<file path="src/rtl/if_net_pkg.sv">
// Shared types and constant helpers for the clocked IF network: sizing
// functions, address-width derivation, saturating add and the FSM state enum.
package if_net_pkg;

    typedef enum logic [1:0] {IDLE, EVAL, DONE} state_t;

    // Never returns 0 so that derived field widths stay legal.
    function automatic int clog2(input int n);
        int r;
        r = 0;
        while ((1 << r) < n) r++;
        return (r < 1) ? 1 : r;
    endfunction

    function automatic int max2(input int a, input int b);
        return (a > b) ? a : b;
    endfunction

    function automatic int max3(input int a, input int b, input int c);
        return max2(max2(a, b), c);
    endfunction

    function automatic int addr_w(input int n_in, input int n_hid, input int n_out,
                                  input int n_hid_layers);
        return clog2(n_hid_layers + 2) + 2 * clog2(max3(n_in, n_hid, n_out));
    endfunction

    function automatic int layer_pre(input int k, input int n_in, input int n_hid);
        return (k == 0) ? n_in : n_hid;
    endfunction

    function automatic int layer_post(input int k, input int n_hid_layers, input int n_hid,
                                      input int n_out);
        return (k == n_hid_layers + 1) ? n_out : n_hid;
    endfunction

    function automatic longint sat_add(input longint a, input longint b, input int bits);
        longint s, hi, lo;
        s  = a + b;
        hi = (longint'(1) <<< (bits - 1)) - 1;
        lo = -(longint'(1) <<< (bits - 1));
        if (s > hi) return hi;
        if (s < lo) return lo;
        return s;
    endfunction

endpackage

</file>
<file path="src/rtl/if_neuron_unit.sv">
// One integrate-and-fire neuron: membrane, refractory counter and spike register.
// Defining IF_NET_LEAK_EN adds a per-step decay of LEAK toward zero (LIF).
module if_neuron_unit
    import if_net_pkg::*;
#(
    parameter int THRESH    = 15,
    parameter int RESET     = 0,
    parameter int REFRAC    = 5,
    parameter int VMEM_SIZE = 16,
    parameter int SUM_W     = 18,
    parameter int LEAK      = 1
) (
    input  logic                    clk,
    input  logic                    srst,
    input  logic                    clear,
    input  logic                    en,
    input  logic signed [SUM_W-1:0] sum,
    output logic                    spike
);
    localparam int RW = clog2(REFRAC + 1);
    localparam logic signed [VMEM_SIZE-1:0] THRESH_V = VMEM_SIZE'(THRESH);
    localparam logic signed [VMEM_SIZE-1:0] RESET_V  = VMEM_SIZE'(RESET);

    logic signed [VMEM_SIZE-1:0] vmem_reg;
    logic [RW-1:0]               refrac_reg;
    logic                        spike_reg;
    logic signed [VMEM_SIZE-1:0] leak_v;
    logic signed [VMEM_SIZE-1:0] vmem_next;

`ifdef IF_NET_LEAK_EN
    localparam logic signed [VMEM_SIZE-1:0] LEAK_V = VMEM_SIZE'(LEAK);
`else
    // LEAK has no effect in the pure IF build.
    localparam int leak_unused = LEAK;
`endif

    always_comb begin
        leak_v = vmem_reg;
`ifdef IF_NET_LEAK_EN
        if (vmem_reg > LEAK_V)
            leak_v = vmem_reg - LEAK_V;
        else if (vmem_reg < -LEAK_V)
            leak_v = vmem_reg + LEAK_V;
        else
            leak_v = '0;
`endif
        vmem_next = VMEM_SIZE'(sat_add(longint'(leak_v), longint'(sum), VMEM_SIZE));
    end

    always_ff @(posedge clk) begin
        if (srst || clear) begin
            vmem_reg   <= '0;
            refrac_reg <= '0;
            spike_reg  <= 1'b0;
        end else if (en) begin
            if (refrac_reg != '0) begin
                refrac_reg <= refrac_reg - 1'b1;
                spike_reg  <= 1'b0;
            end else if (vmem_next >= THRESH_V) begin
                spike_reg  <= 1'b1;
                vmem_reg   <= RESET_V;
                refrac_reg <= RW'(REFRAC);
            end else begin
                spike_reg  <= 1'b0;
                vmem_reg   <= vmem_next;
            end
        end
    end

    assign spike = spike_reg;

endmodule

</file>
<file path="src/rtl/if_network_seq.sv">
// Time-stepped, fully connected IF network evaluated one layer per clock with
// programmable weights and valid/ready spike ports. Optional leak: IF_NET_LEAK_EN.
module if_network_seq
    import if_net_pkg::*;
#(
    parameter int THRESH             = 15,
    parameter int RESET              = 0,
    parameter int REFRAC             = 5,
    parameter int WEIGHT_SIZE        = 8,
    parameter int VMEM_SIZE          = 16,
    parameter int NUM_INPUTS         = 4,
    parameter int NUM_OUTPUTS        = 1,
    parameter int NUM_HIDDEN_LAYERS  = 1,
    parameter int NUM_HIDDEN_NEURONS = 4,
    parameter int LEAK               = 1,
    localparam int MAX_W  = max3(NUM_INPUTS, NUM_HIDDEN_NEURONS, NUM_OUTPUTS),
    localparam int IW     = clog2(MAX_W),
    localparam int L      = NUM_HIDDEN_LAYERS + 2,
    localparam int LW     = clog2(L),
    localparam int ADDR_W = addr_w(NUM_INPUTS, NUM_HIDDEN_NEURONS, NUM_OUTPUTS, NUM_HIDDEN_LAYERS)
) (
    input  logic                   clk,
    input  logic                   rst,
    input  logic                   clear,
    input  logic [NUM_INPUTS-1:0]  spike_in,
    input  logic                   spike_in_valid,
    output logic                   spike_in_ready,
    output logic [NUM_OUTPUTS-1:0] spike_out,
    output logic                   spike_out_valid,
    input  logic                   spike_out_ready,
    input  logic                   wr_en,
    input  logic [ADDR_W-1:0]      wr_addr,
    input  logic [WEIGHT_SIZE-1:0] wr_data,
    output logic                   wr_ready,
    output logic                   busy
);
    localparam int SUM_W = VMEM_SIZE + IW;

    state_t                         state_reg;
    logic [LW-1:0]                  layer_reg;
    logic [MAX_W-1:0]               in_reg;
    logic                           spike_out_valid_reg;
    logic signed [WEIGHT_SIZE-1:0]  weight_reg [L][MAX_W][MAX_W];
    logic [L-1:0][MAX_W-1:0]        layer_spk;
    logic                           clear_en;
    logic                           wr_hit;
    logic                           wr_fire;
    logic [LW-1:0]                  wa_layer;
    logic [IW-1:0]                  wa_post;
    logic [IW-1:0]                  wa_pre;
    logic                           spk_unused;

    assign {wa_layer, wa_post, wa_pre} = wr_addr;
    assign clear_en = clear && (state_reg == IDLE);

    always_comb begin
        wr_hit = 1'b0;
        for (int k = 0; k < L; k++) begin
            if (int'(wa_layer) == k &&
                int'(wa_post) < layer_post(k, NUM_HIDDEN_LAYERS, NUM_HIDDEN_NEURONS, NUM_OUTPUTS) &&
                int'(wa_pre) < layer_pre(k, NUM_INPUTS, NUM_HIDDEN_NEURONS))
                wr_hit = 1'b1;
        end
    end

    assign wr_fire = wr_en && wr_hit && (state_reg == IDLE);

    always_ff @(posedge clk) begin
        if (rst) begin
            state_reg           <= IDLE;
            layer_reg           <= '0;
            in_reg              <= '0;
            spike_out_valid_reg <= 1'b0;
            for (int k = 0; k < L; k++)
                for (int j = 0; j < MAX_W; j++)
                    for (int i = 0; i < MAX_W; i++)
                        weight_reg[k][j][i] <= '0;
        end else begin
            if (wr_fire)
                weight_reg[wa_layer][wa_post][wa_pre] <= wr_data;
            case (state_reg)
                IDLE: begin
                    // A clear in the same cycle wins; the producer must retry.
                    if (!clear && spike_in_valid) begin
                        in_reg    <= MAX_W'(spike_in);
                        layer_reg <= '0;
                        state_reg <= EVAL;
                    end
                end
                EVAL: begin
                    if (layer_reg == LW'(L - 1)) begin
                        state_reg           <= DONE;
                        spike_out_valid_reg <= 1'b1;
                    end else begin
                        layer_reg <= layer_reg + 1'b1;
                    end
                end
                DONE: begin
                    if (spike_out_ready) begin
                        state_reg           <= IDLE;
                        spike_out_valid_reg <= 1'b0;
                    end
                end
                default: state_reg <= IDLE;
            endcase
        end
    end

    // Each layer slot keeps its own neurons; layer k reads layer k-1's registered spikes.
    for (genvar gi = 0; gi < L; gi++) begin : g_layer
        localparam int POST = layer_post(gi, NUM_HIDDEN_LAYERS, NUM_HIDDEN_NEURONS, NUM_OUTPUTS);
        logic [MAX_W-1:0] layer_in;
        logic             layer_en;

        if (gi == 0) begin : g_src_in
            assign layer_in = in_reg;
        end else begin : g_src_prev
            assign layer_in = layer_spk[gi-1];
        end
        assign layer_en = (state_reg == EVAL) && (layer_reg == LW'(gi));

        for (genvar gj = 0; gj < MAX_W; gj++) begin : g_post
            logic signed [SUM_W-1:0] syn_sum;
            logic                    slot_en;

            // Out-of-range weights can never be written, so they contribute zero.
            always_comb begin
                syn_sum = '0;
                for (int i = 0; i < MAX_W; i++)
                    if (layer_in[i])
                        syn_sum = syn_sum + SUM_W'(weight_reg[gi][gj][i]);
            end

            assign slot_en = (gj < POST) ? layer_en : 1'b0;

            if_neuron_unit #(
                .THRESH   (THRESH),
                .RESET    (RESET),
                .REFRAC   (REFRAC),
                .VMEM_SIZE(VMEM_SIZE),
                .SUM_W    (SUM_W),
                .LEAK     (LEAK)
            ) u_neuron (
                .clk  (clk),
                .srst (rst),
                .clear(clear_en),
                .en   (slot_en),
                .sum  (syn_sum),
                .spike(layer_spk[gi][gj])
            );
        end
    end

    assign spk_unused      = ^layer_spk[L-1];
    assign spike_out       = layer_spk[L-1][NUM_OUTPUTS-1:0];
    assign spike_out_valid = spike_out_valid_reg;
    assign spike_in_ready  = (state_reg == IDLE);
    assign wr_ready        = (state_reg == IDLE);
    assign busy            = (state_reg != IDLE);

endmodule

</file>
<file path="config.mk">
export PLATFORM = sky130hd
export DESIGN_NAME = if_network_seq
export DESIGN_NICKNAME = d
export VERILOG_FILES = /design/src/rtl/if_net_pkg.sv /design/src/rtl/if_neuron_unit.sv /design/src/rtl/if_network_seq.sv
export SDC_FILE = /design/constraint.sdc
export NUM_CORES = 2
export LEC_CHECK = 0
export BUFFER_PORTS_ARGS = -buffer_cell sky130_fd_sc_hd__clkbuf_2
export CAP_MARGIN = 10
export CORE_UTILIZATION = 40
export DETAILED_ROUTE_END_ITERATION = 6
export GPL_TIMING_DRIVEN = 0
export PLACE_DENSITY = 0.55
export SLEW_MARGIN = 5
export SYNTH_ARGS = -nofsm -noshare
export SYNTH_HDL_FRONTEND = slang
export SYNTH_SLANG_ARGS = --single-unit
</file>
<file path="constraint.sdc">
create_clock -name clk -period 17.1 [get_ports clk]
set_input_delay 0.855 -clock clk [delete_from_list [all_inputs] [get_ports clk]]
set_output_delay 0.855 -clock clk [all_outputs]
set_load 0.02 [all_outputs]
</file>
Word-level counts from Yosys, hierarchy flattened
Memory sizes are Yosys's and may differ from the RTL's.
Cells that the tools add are included.
{"block": "op_classes", "n_addsub": 46, "order_cmp": 32, "eq_ne": 10, "muxes": 169, "bitwise_logic": 11, "n_reduce_logical": 59}
{"cell": "18-bit two-way mux", "n": 36}
{"cell": "16-bit two-way mux", "n": 36}
{"cell": "18-bit by 8-bit adder with 18-bit output", "n": 27}
{"cell": "128-bit two-way mux", "n": 3}
{"cell": "16-bit by 18-bit adder with 19-bit output", "n": 9}
{"cell": "19-bit by 16-bit > comparator with 1-bit output, second input constant", "n": 9}
{"cell": "19-bit by 16-bit < comparator with 1-bit output, second input constant", "n": 9}
{"cell": "16-bit by 5-bit >= comparator with 1-bit output, second input constant", "n": 9}
{"cell": "15-bit two-way mux", "n": 9}
{"cell": "128-bit OR reduction", "n": 1}
{"cell": "32-bit demux with 2-bit select", "n": 1}
{"cell": "1-bit two-way mux", "n": 54}
{"cell": "3-bit two-way mux", "n": 18}
{"cell": "2-bit AND reduction", "n": 19}
{"cell": "32-bit two-way mux", "n": 1}
{"cell": "3-bit nonzero test", "n": 9}
{"cell": "3-bit by 1-bit subtractor with 3-bit output, second input constant", "n": 9}
{"cell": "2-bit nonzero test", "n": 12}
{"cell": "8-bit demux with 2-bit select", "n": 1}
{"cell": "2-bit two-way mux", "n": 6}
{"cell": "1-bit logical AND", "n": 10}
{"cell": "1-bit inverter", "n": 9}
{"cell": "3-bit AND reduction", "n": 3}
{"cell": "2-bit == test, second input constant", "n": 4}
{"cell": "15 further kinds", "n": 23}
{"block": "totals", "regBits": 189, "ram_bits": 384, "inputBits": 24, "out_inout_bits": 5, "elab_cells": 359, "n_memories": 1}
{"name": "weight_reg", "words": 3, "width": 128, "read_ports": 3, "rd_ports_with_merged_regs": 0, "write_ports": 3, "line_no": "if_network_seq.sv:43", "text": "logic signed [WEIGHT_SIZE-1:0] weight_reg [L][MAX_W][MAX_W];"}

Depth between registers and ports, before layout
An unclocked memory read counts as a cell.
{"block": "depth", "word_depth": 17, "mapped_depth": 49, "mapped_depth_nobuf": 42}

By module
A second synthesis with hierarchy kept.
{"block": "unflattened", "cells_unflattened": 6144, "area_unflattened_um2": 50332.0}
{"mod": "if_network_seq", "n_inst": 1, "cells_per_inst": 3840, "area_per_inst_um2": 33001.7, "seq_area_each_um2": 8828.5}
{"mod": "if_neuron_unit", "n_inst": 9, "cells_per_inst": 256, "area_per_inst_um2": 1925.6, "seq_area_each_um2": 400.4}

Worst setup path after synthesis
No wires, ideal clock.
{"block": "synth_timing", "kind": "reg-to-reg", "from": "register g_layer[0].g_post[0].u_neuron.spike_reg", "to": "register g_layer[1].g_post[3].u_neuron.vmem_reg[4]", "setup_ns": 0.127, "arrival_ns": 9.608, "required_ns": 16.973, "slack_ns": 7.365, "path_stages_with_launch": 42, "n_path_buf": 7, "period_less_slack_ns": 9.735, "cell_sequence": "dfxtp_1 -> clkbuf_1 -> clkbuf_1 -> clkbuf_1 -> clkbuf_1 -> clkbuf_1 -> nand2_1 -> inv_1 -> ha_1 -> a21o_1 -> maj3_1 -> maj3_1 -> a32o_1 -> maj3_1 -> a21oi_1 -> fa_1 -> inv_1 -> a21oi_1 -> [... 6 more ...] -> xor2_1 -> a21o_1 -> ha_1 -> o41ai_1 -> xnor2_1 -> mux2_2 -> ha_1 -> and3_1 -> a221oi_2 -> a21oi_1 -> or3_1 -> xor2_1 -> o311a_1 -> or2_2 -> clkbuf_1 -> buf_2 -> a21oi_1 -> o21ai_0"}
{"block": "synth_between", "elab_chain_cells": 15, "word_cells_on_any_way": 19, "classes_between": "add/sub (4); order compare (3); mux (12)"}
{"item": "start: declaration", "line_no": "if_neuron_unit.sv:26", "text": "logic spike_reg;"}
{"item": "start signal: assignment", "line_no": "if_neuron_unit.sv:54", "text": "spike_reg <= 1'b0;"}
{"item": "start signal: assignment", "line_no": "if_neuron_unit.sv:58", "text": "spike_reg <= 1'b0;"}
{"item": "start signal: assignment", "line_no": "if_neuron_unit.sv:60", "text": "spike_reg <= 1'b1;"}
{"item": "18-bit two-way mux *", "line_no": "if_network_seq.sv:130", "text": "if (layer_in[i])"}
{"item": "18-bit by 8-bit adder with 18-bit output", "line_no": "if_network_seq.sv:131", "text": "syn_sum = syn_sum + SUM_W'(weight_reg[gi][gj][i]);"}
{"item": "18-bit two-way mux *", "line_no": "if_network_seq.sv:130"}
{"item": "18-bit by 8-bit adder with 18-bit output", "line_no": "if_network_seq.sv:131"}
{"item": "18-bit two-way mux *", "line_no": "if_network_seq.sv:130"}
{"item": "18-bit by 8-bit adder with 18-bit output", "line_no": "if_network_seq.sv:131"}
{"item": "18-bit two-way mux *", "line_no": "if_network_seq.sv:130"}
{"item": "16-bit by 18-bit adder with 19-bit output *", "line_no": "if_net_pkg.sv:39", "text": "s = a + b;"}
{"item": "19-bit by 16-bit > comparator with 1-bit output or 19-bit by 16-bit < comparator with 1-bit output (tied branches)", "line_no": "if_net_pkg.sv:42, if_net_pkg.sv:43"}
{"item": "15-bit two-way mux or 1-bit two-way mux (tied branches)", "line_no": "if_net_pkg.sv:42, if_net_pkg.sv:43"}
{"item": "16-bit two-way mux or 1-bit two-way mux (tied branches)", "line_no": "if_net_pkg.sv:43", "text": "if (s < lo) return lo;"}
{"item": "16-bit two-way mux", "line_no": "if_net_pkg.sv:44", "text": "return s;"}
{"item": "16-bit two-way mux *", "line_no": "if_net_pkg.sv:43"}
{"item": "16-bit by 5-bit >= comparator with 1-bit output", "line_no": "if_neuron_unit.sv:59", "text": "end else if (vmem_next >= THRESH_V) begin"}
{"item": "16-bit two-way mux *", "line_no": "if_neuron_unit.sv:59"}
{"item": "end signal: assignment", "line_no": "if_neuron_unit.sv:65", "text": "vmem_reg <= vmem_next;"}
{"item": "end: declaration", "line_no": "if_neuron_unit.sv:24", "text": "logic signed [VMEM_SIZE-1:0] vmem_reg;"}
Mark *: on every way between the ends. The rest lies on a longest branch, timed or not. The select of a mux whose other input is x is not followed.
A chain may end at the register's enable or synchronous reset.

Worst setup path in the final report
{"block": "layout_timing", "from": "register in_reg[0] (netlist: g_layer[0].layer_in[0])", "to": "register g_layer[0].g_post[3].u_neuron.vmem_reg[6]"}
{"block": "layout_between", "elab_chain_cells": 15, "word_cells_on_any_way": 19, "classes_between": "add/sub (4); order compare (3); mux (12)"}
{"item": "start: declaration", "line_no": "if_network_seq.sv:41", "text": "logic [MAX_W-1:0] in_reg;"}
{"item": "start signal: assignment", "line_no": "if_network_seq.sv:85", "text": "in_reg <= MAX_W'(spike_in);"}
{"item": "18-bit two-way mux *", "line_no": "if_network_seq.sv:130"}
{"item": "18-bit by 8-bit adder with 18-bit output", "line_no": "if_network_seq.sv:131"}
{"item": "18-bit two-way mux *", "line_no": "if_network_seq.sv:130"}
{"item": "18-bit by 8-bit adder with 18-bit output", "line_no": "if_network_seq.sv:131"}
{"item": "18-bit two-way mux *", "line_no": "if_network_seq.sv:130"}
{"item": "18-bit by 8-bit adder with 18-bit output", "line_no": "if_network_seq.sv:131"}
{"item": "18-bit two-way mux *", "line_no": "if_network_seq.sv:130"}
{"item": "16-bit by 18-bit adder with 19-bit output *", "line_no": "if_net_pkg.sv:39"}
{"item": "19-bit by 16-bit > comparator with 1-bit output or 19-bit by 16-bit < comparator with 1-bit output (tied branches)", "line_no": "if_net_pkg.sv:42, if_net_pkg.sv:43"}
{"item": "15-bit two-way mux or 1-bit two-way mux (tied branches)", "line_no": "if_net_pkg.sv:42, if_net_pkg.sv:43"}
{"item": "16-bit two-way mux or 1-bit two-way mux (tied branches)", "line_no": "if_net_pkg.sv:43"}
{"item": "16-bit two-way mux", "line_no": "if_net_pkg.sv:44"}
{"item": "16-bit two-way mux *", "line_no": "if_net_pkg.sv:43"}
{"item": "16-bit by 5-bit >= comparator with 1-bit output", "line_no": "if_neuron_unit.sv:59"}
{"item": "16-bit two-way mux *", "line_no": "if_neuron_unit.sv:59"}
{"item": "end signal: assignment", "line_no": "if_neuron_unit.sv:65"}
{"item": "end: declaration", "line_no": "if_neuron_unit.sv:24"}
Marked as above.

==> flow_summary.toml <==
[place]
hpwl_um = 124000
placed_area_mm2 = 0.0516
pre_cts_slack_ns = 3.79
portBuffers = 24
place.gp.congestion = 0.919

[detailed_routing]
route.detailed.drc = 0
dr.pass1.iters = 6
vias_per_cell = 5.85
vias = 45387
wire_per_inst_um = 20.9
drt_iter0_drc = 3827
postRouteAntennaNets = 0
wirelength_um = 162000

[sta]
finClkSkew_ns = 0.0308
setup_tns_ns = 0
period_minus_slack_ns = 13.67
fmax_mhz = 73.2
finalMaxSlewViolations = 0
setup_viol = 0
min_period_over_period_pct = 79.9
layout_setup_ws_ns = 3.43
hold_viol_final = 0
slew_headroom_pct = 7.14
rsz0062_at_grt = "false"
worst_pin_slew_ns = 1.39

[critical_path]
slowest_stage = "a2111oi_0"
critPathLaunchType = "register"
cp-end-kind = "register"
critPathMaxFanout = 10
crit_top_cell = "clkbuf_1"
required_ns = 17.66
crit_type = "register to register"
critPathArrivalTime_ns = 14.23
slowest_delay_ns = 0.75

[logic_synthesis]
synth-seq-cells = 477
avgSynthCellArea_um2 = 8.25
synth_edf_count = 288
seq_area_frac_synth_pct = 25.2
netlist_area_mm2 = 0.0493
yosysUniqueCellTypes = 104
ys_warn_count = 0
synth_flop_cell = "edfxtp_1"
synthArstFlopShare_pct = 0
syn-num-nets = 6593
synthCells = 5981

[clock_network]
path_clk_slew_ns = 0.06
cts.sinks = 477
root_buffer = "clkbuf_16"
numCtsBuffers = 66
cts_tree = "yes"
cts.path.max_buffers = 3
clock_latency_ns = 0.65
hold_buffers = 0
cts_resized = 0
post_cts_buffers = 0
h-tree-depth = 3

[global_routing]
grt_max_degree = 19
grt_use_total_pct = 25.3
grt_pass1_vias = 42241
grt_pass1_wl_um = 247000
grt_overflow = 0
antenna_found_initial = 15

[finish]
drive_gt1_share_pct = 5.88
fillers = 12226
n_antenna_cell = 0
layout_common_cells = "693 x nor2_1, 534 x ha_1, 518 x a21oi_1"
nNetsFinal = 6694
final_cell_area_mm2 = 0.0538
largest_reg_flops = 288
final_core_util_pct = 44.1
area_delta_synth_final_pct = 9.10
mostFrequentLayoutCell = "nor2_1"

[flow_run]
cap_viol_max_count = 0

[floorplan]
die_w_um = 353
core-area_mm2 = 0.122
die_h_um = 353
dieArea_mm2 = 0.125
rows = 128
start_util_pct = 40.4
pin_count = 29

[power_and_ir_drop]
leakagePower_nw = 23.2
p_per_area_mw_per_mm2 = 67.9
vdd_drop_max_mv = 0.0697
total_power_mw = 3.65

[outcome]
status = "completed"

[hold_path]
hold_path.class = "register to register"
routing by layer:
| layer | GRT usage, % | wire length [um] | up-vias |
|---|---|---|---|
| met2 | 40.7 | 72300 | 1226 |
| met4 | 6.39 | 3580 | 10 |
| li1 | - | - | 22188 |
| met3 | 3.21 | 10700 | 189 |
| met1 | 35.5 | 75600 | 21774 |
| met5 | 0 | 63 | - |
final cells by class:
class	count	area, um^2	area share (%)
Timing Repair Buffer	33	230	0.428
Clock buffer	91	1890	3.51
Buffer	208	806	1.50
Multi-Input combinational cell	4996	35000	65.0
Sequential cell	477	12400	23.1
Inverter	300	1130	2.09
Tap cell	1625	2030	3.78
Clock inverter	30	322	0.597
critical path, delay by kind of cell (launching register included):
kind                     cells  cell delay, ns
AO/OA/AOI/OAI               15            4.29
buffers and inverters       10            4.11
adder cells (fa/ha/maj)      8            2.71
AND/OR/NAND/NOR             10            1.82
flip-flops                   1            0.32
XOR/XNOR                     2            0.29
per-stage QoR:
step	hold WS, ns	instances
2_1_floorplan	0.429	5981
3_3_place_gp	0.443	7630
3_5_place_dp	0.447	7638
4_1_cts	0.437	7759
5_1_grt	0.481	7760
6_report	0.452	7760
cells in the mapped netlist (32+ instances only):
| library cell | instances | area (um^2) |
|---|---|---|
| fa_1 | 54 | 1080 |
| maj3_1 | 44 | 440 |
| ha_1 | 534 | 6680 |
| o21ai_1 | 33 | 165 |
| o21ai_0 | 386 | 1930 |
| or3_1 | 55 | 344 |
| xnor2_1 | 283 | 2480 |
| and2_1 | 81 | 507 |
| inv_1 | 299 | 1120 |
| o211ai_1 | 43 | 323 |
| a211oi_1 | 71 | 533 |
| and3_1 | 37 | 231 |
| o21a_1 | 69 | 518 |
| nor2b_1 | 59 | 369 |
| a21oi_1 | 519 | 2600 |
| mux2i_1 | 45 | 450 |
| a22o_1 | 43 | 377 |
| o31ai_1 | 47 | 353 |
| nand2_1 | 468 | 1760 |
| nand2b_1 | 95 | 594 |
| dfxtp_1 | 189 | 3780 |
| xor2_1 | 160 | 1400 |
| a21boi_0 | 32 | 240 |
| a31oi_1 | 71 | 444 |
| nand3_1 | 107 | 536 |
| a21o_1 | 177 | 1330 |
| nor3_1 | 119 | 596 |
| clkbuf_1 | 188 | 706 |
| mux2_2 | 136 | 1530 |
| o21bai_1 | 38 | 285 |
| nor2_1 | 693 | 2600 |
| edfxtp_1 | 288 | 8650 |
cell families (layout without fill, tap and decap cells):
| kind of cell | Yosys count | in the layout | share of synthesized area [%] |
|---|---|---|---|
| and+or+nand+nor | 1872 | 1872 | 17.7 |
| AOI/OAI and AO/OA | 1864 | 1864 | 24.5 |
| adders and majority gates | 632 | 632 | 16.6 |
| buffers and inverters | 508 | 662 | 3.91 |
| DFF | 477 | 477 | 25.2 |
| xor gates and xnor gates | 447 | 447 | 8.05 |
| muxes | 181 | 181 | 4.02 |
path summary, 6_finish.rpt:
kind,start,end,slack [ns],cells after the start
max reg2reg,g_layer[0].layer_in[0],g_layer[0].g_post[3].u_neuron.leak_v[6],3.43,45
max,g_layer[0].layer_in[0],g_layer[0].g_post[3].u_neuron.leak_v[6],3.43,45
min reg2reg,g_layer[1].g_post[3].u_neuron.leak_v[5],g_layer[1].g_post[3].u_neuron.leak_v[5],0.45,2
min,g_layer[1].g_post[3].u_neuron.leak_v[5],g_layer[1].g_post[3].u_neuron.leak_v[5],0.45,2
report_power, final:
part,total [mW],switching [mW],internal (mW)
Clock,1.44,0.596,0.841
Sequential,1.28,0.0298,1.25
Combinational,0.938,0.599,0.339
Note: power is estimated with default switching activity, not from simulation.
